$ cat config.mk
export PLATFORM = sky130hd
export DESIGN_NAME = imm_gen_pipe
export DESIGN_NICKNAME = d
export VERILOG_FILES = /design/src/rtl/core_pkg.sv /design/src/rtl/imm_extend.sv /design/src/rtl/imm_gen_pipe.sv
export SDC_FILE = /design/constraint.sdc
export NUM_CORES = 1
export LEC_CHECK = 0
export ABC_AREA = 1
export CAP_MARGIN = 20
export CORE_UTILIZATION = 41
export DETAILED_ROUTE_END_ITERATION = 8
export GPL_ROUTABILITY_DRIVEN = 0
export PLACE_DENSITY_LB_ADDON = 0.3
export SYNTH_ARGS = -nofsm -noshare
export SYNTH_HDL_FRONTEND = slang
export SYNTH_SLANG_ARGS = --single-unit
$ cat constraint.sdc
create_clock -name clk -period 1.7 [get_ports clk]
set_clock_uncertainty 0.15 [all_clocks]
set_input_delay 0.51 -clock clk [delete_from_list [all_inputs] [get_ports clk]]
set_output_delay 0.51 -clock clk [all_outputs]
set_load 0.005 [all_outputs]
$ cat src/rtl/core_pkg.sv
// Shared decode-stage types: immediate format codes and instruction payload width.
package core_pkg;

    typedef enum logic [2:0] {
        ITYPE  = 3'd0,
        STYPE  = 3'd1,
        BTYPE  = 3'd2,
        UTYPE  = 3'd3,
        JTYPE  = 3'd4,
        ZTYPE  = 3'd5,
        SHTYPE = 3'd6
    } imm_type_t;

    localparam int IMM_IN_W = 25;

endpackage

$ cat src/rtl/imm_extend.sv
// Combinational immediate format mux and sign/zero extension to XLEN.
// immed holds instr[31:7], so immed[k] is instruction bit k+7.
module imm_extend
    import core_pkg::*;
#(
    parameter int XLEN = 32
) (
    input  logic [IMM_IN_W-1:0] immed,
    input  logic [2:0]          imm_ctrl,
    output logic [XLEN-1:0]     imm_ext,
    output logic                imm_err
);

    logic [31:0] i_imm;
    logic [31:0] s_imm;
    logic [31:0] b_imm;
    logic [31:0] u_imm;
    logic [31:0] j_imm;
    logic [5:0]  sh_amt;

    always_comb begin
        i_imm  = 32'($signed(immed[24:13]));
        s_imm  = 32'($signed({immed[24:18], immed[4:0]}));
        b_imm  = 32'($signed({immed[24], immed[0], immed[23:18], immed[4:1], 1'b0}));
        u_imm  = {immed[24:5], 12'b0};
        j_imm  = 32'($signed({immed[24], immed[12:5], immed[13], immed[23:14], 1'b0}));
        // RV64 shift amounts carry one extra bit
        sh_amt = (XLEN == 64) ? immed[18:13] : {1'b0, immed[17:13]};
    end

    always_comb begin
        imm_ext = '0;
        imm_err = 1'b0;
        case (imm_ctrl)
            ITYPE:   imm_ext = XLEN'($signed(i_imm));
            STYPE:   imm_ext = XLEN'($signed(s_imm));
            BTYPE:   imm_ext = XLEN'($signed(b_imm));
            UTYPE:   imm_ext = XLEN'($signed(u_imm));
            JTYPE:   imm_ext = XLEN'($signed(j_imm));
            ZTYPE:   imm_ext = XLEN'(immed[12:8]);
            SHTYPE:  imm_ext = XLEN'(sh_amt);
            default: imm_err = 1'b1;
        endcase
    end

endmodule

$ cat src/rtl/imm_gen_pipe.sv
// Registered immediate generator with a 2-entry (output + skid) valid/ready stage.
// in_ready comes straight from the skid flag, so it never depends on out_ready.
module imm_gen_pipe
    import core_pkg::*;
#(
    parameter int XLEN  = 32,
    parameter int TAG_W = 8
) (
    input  logic                clk,
    input  logic                rst,
    input  logic                flush,
    input  logic                in_valid,
    output logic                in_ready,
    input  logic [IMM_IN_W-1:0] immed,
    input  logic [2:0]          imm_ctrl,
    input  logic [TAG_W-1:0]    in_tag,
    output logic                out_valid,
    input  logic                out_ready,
    output logic [XLEN-1:0]     imm_ext,
    output logic                imm_err,
    output logic [TAG_W-1:0]    out_tag
);

    if (XLEN != 32 && XLEN != 64) begin : g_xlen_chk
        $error("imm_gen_pipe: XLEN must be 32 or 64");
    end

    logic [XLEN-1:0]  new_imm;
    logic             new_err;
    logic             skid_full;
    logic [XLEN-1:0]  skid_imm;
    logic             skid_err;
    logic [TAG_W-1:0] skid_tag;

    imm_extend #(.XLEN(XLEN)) u_extend (
        .immed    (immed),
        .imm_ctrl (imm_ctrl),
        .imm_ext  (new_imm),
        .imm_err  (new_err)
    );

    assign in_ready = !skid_full;

    always_ff @(posedge clk) begin
        if (rst) begin
            out_valid <= 1'b0;
            imm_ext   <= '0;
            imm_err   <= 1'b0;
            out_tag   <= '0;
            skid_full <= 1'b0;
            skid_imm  <= '0;
            skid_err  <= 1'b0;
            skid_tag  <= '0;
        end else if (flush) begin
            out_valid <= 1'b0;
            skid_full <= 1'b0;
        end else if (!out_valid || out_ready) begin
            // Output slot is free this cycle; the skid beat is older, so it goes first.
            if (skid_full) begin
                imm_ext   <= skid_imm;
                imm_err   <= skid_err;
                out_tag   <= skid_tag;
                out_valid <= 1'b1;
                skid_full <= 1'b0;
            end else if (in_valid) begin
                imm_ext   <= new_imm;
                imm_err   <= new_err;
                out_tag   <= in_tag;
                out_valid <= 1'b1;
            end else begin
                out_valid <= 1'b0;
            end
        end else if (in_valid && !skid_full) begin
            skid_imm  <= new_imm;
            skid_err  <= new_err;
            skid_tag  <= in_tag;
            skid_full <= 1'b1;
        end
    end

endmodule
==> flow_summary.yaml <==
synthesis:
  async_reset_ff_frac: 0
  synth_seq_cells: 84
  synth_common_cells: "135 x nand2_1, 84 x dfxtp_1, 81 x a21oi_1"
  seq_area_frac_synth: 0.453
  syn-num-nets: 582
  ys.flop_type: "dfxtp_1"
  netlist_instances: 541
  synth-edff-count: 0
  syn_area_sq_um: 3710
  yosysMostFrequentCell: "nand2_1"
  synth_top_area_share: 0.453
  ys_top_cells_by_area: "dfxtp_1 45%, nand2_1 14%, a21oi_1 11%, o21ai_0 8.9%, nor2_1 7.9%"
  syn_avg_cell_area_sq_um: 6.86
  yosys_warnings: 0
  synth_top_area_cell: "dfxtp_1"
  synth.distinct_cells: 23
die:
  rows: 34
  die_width_microns: 97.2
  die_h_microns: 97.2
  dieArea_sq_um: 9440
  ios: 84
  core_area_sq_um: 8760
  start_util: 0.424
routing:
  drt_iter0_drc: 339
  viasPerCell: 5.36
  ant_nets: 0
  wirelength_microns: 11300
  drcViolationCount: 0
  dr.pass1.iters: 5
  detail_route.wl_per_cell_microns: 15.1
  num_vias: 4001
placement:
  port_buffers: 83
  dp_hpwl_microns: 7120
  dpl_cell_area_sq_um: 4800
  dp_cells: 726
  dp_slack_ps: -475
critical_path:
  crit_fanout: 3
  reg2reg_to: "imm_err"
  rrSetupSlack_ps: 210
  crit_type: "register to output port"
  crit_path_end_kind: "output port"
  required_ps: 1040
  crit_chain: "inv_2 -> clkdlybuf4s15_1"
  critPathSlowestCell: "dfxtp_2"
  r2r_start: "skid_full"
  worstRegToRegCells: 4
  worstSetupStartpointType: "register"
  cp_data_arrival_time_ps: 1010
  cpPeakStageDelay_ps: 350
timing:
  slew_viol_final: 0
  timing.slew.headroom: 0.680
  fin_crit_ps: 1670
  max_slew.worst_pin.slew_ps: 480
  rsz0062_at_grt: "true"
  fin_ws_ps: 27.3
  finalSetupViolations: 0
  period_share: 0.984
  hold_violations: 0
  fmax_ghz: 0.598
layout:
  area_growth_syn_to_layout_pct: 39.7
  final_cells: 746
  diodes: 0
  layout-drive-gt1-share: 0.152
  nets: 675
  design_area_sq_um: 5190
outcome:
  outcome: "complete, no violations"
global_routing:
  grt_max_degree: 50
  top_usage_layer: "met2"
  grt_usage: 0.241
  overflow: 0
  grt_pass1_wl_microns: 18200
  use_met1: 0.308
  grt_use_met3: 0.0381
  antenna_found_initial: 0
  grt_use_met2: 0.400
  grt_pass1_vias: 3715
worst_hold_path:
  hold_depth: 4
  hp-class: "primary input to register"
  holdPathEnd: "skid_full"
  timing.hold.worst.start: "out_ready"
power:
  p_per_area_nw_per_um2: 850
  ir_worst_vdd_mv: 0.372
  cellLeakagePower_nw: 2.44
clocking:
  cts.path.max_buffers: 2
  cts-htree-levels: 3
  cts.clk_slew.worst_paths_ps: 80
  cts.sinks: 84
  clkLatencyLatePin_ps: 370
  cts_tree: "built"
  cts_root_buf: "clkbuf_8"
  cts_inserted_buffers: 9
flow_run:
  cap_violations: 0
[critical path: cells and delay by family (launching register included)]
kind / cells / cell delay, ps
DFF: 1 / 350
buffers and inverters: 2 / 300
[cell families (layout without fill, tap and decap cells)]
logic type | Yosys count | count (layout) | share of synthesized area
AO/OA/AOI/OAI | 154 | 154 | 0.211
buffers and inverters | 60 | 157 | 0.0745
AND/OR/NAND/NOR | 243 | 243 | 0.262
flip-flops | 84 | 84 | 0.453
[state kept, by name, indices dropped and copies added, names as in the netlist]
name	count
skid_tag	8
imm_ext	32
out_tag	8
skid_imm	32
imm_err	1
skid_full	1
out_valid	1
skid_err	1
[how the worst max path moves through the flow]
stage | from | depth (start not counted) | endpoint | slack (ps)
final | skid_full | 2 | in_ready | 30
after global routing | in_valid | 8 | imm_ext[29] | -30
after CTS | skid_full | 2 | in_ready | 6
after detailed placement | imm_ctrl[0] | 9 | imm_ext[14] | -470
after global placement | imm_ctrl[1] | 9 | imm_ext[18] | -360
after floorplan | out_ready | 9 | skid_imm[10] | 150
[power breakdown]
| group | internal, W | total, W | switching (W) | leakage, nW |
|---|---|---|---|---|
| Clock | 0.000943 | 0.00169 | 0.000746 | 0.119 |
| Combinational | 0.000305 | 0.000634 | 0.000329 | 1.63 |
| Sequential | 0.00205 | 0.00209 | 0.0000393 | 0.693 |
| Total | 0.00330 | 0.00441 | 0.00111 | 2.44 |
[per-layer routing]
metal	vias to the layer above	part of all wire
met5	-	0
met1	1858	0.44
met2	167	0.47
li1	1955	-
met4	0	0.022
met3	21	0.069
[timing repair]
action | in CTS | in global routing
endpoints found under the setup margin | 83 | 83
pin swaps | 0 | 4
hold buffers | 0 | 0
setup buffers | 0 | 1
gates resized for setup | 71 | 32
cloned | 0 | 4
[layout by cell type (no fill, tap or decap), types with 5 or more instances in the layout]
master	netlist	final
buf_12	0	6
nor2_2	2	5
clkbuf_8	0	12
nand3_1	19	19
nand2_1	135	132
o21ai_0	66	56
inv_1	16	15
dlygate4sd2_1	0	44
dfxtp_2	0	23
a21oi_1	81	80
clkdlybuf4s50_1	0	36
nor2_1	78	74
buf_4	2	23
nand4_1	5	5
inv_2	6	5
o21ai_1	3	13
dfxtp_1	84	61
[final cells by class]
cell class,instances,area [sq um]
fillers,813,3580
multi-input cells,397,1790
flip-flops and latches,84,1710
repair buffers,120,1220
clock buffers,12,165
well taps,108,135
inverters,22,92.6
clock inverters,3,68.8
[stage by stage]
stage / hold WS [ps] / setup TNS, ps / power (W) / util
6_report: 296 / 0 / 0.00441 / 0.592
5_1_grt: 306 / -141 / 0.00460 / 0.592
4_1_cts: 313 / 0 / 0.00440 / 0.572
3_5_place_dp: 304 / -29680 / 0.00277 / 0.548
3_3_place_gp: 286 / -25420 / 0.00276 / 0.548
2_1_floorplan: 279 / 0 / 0.00241 / -
No activity file was read; power rests on OpenSTA's default activity.
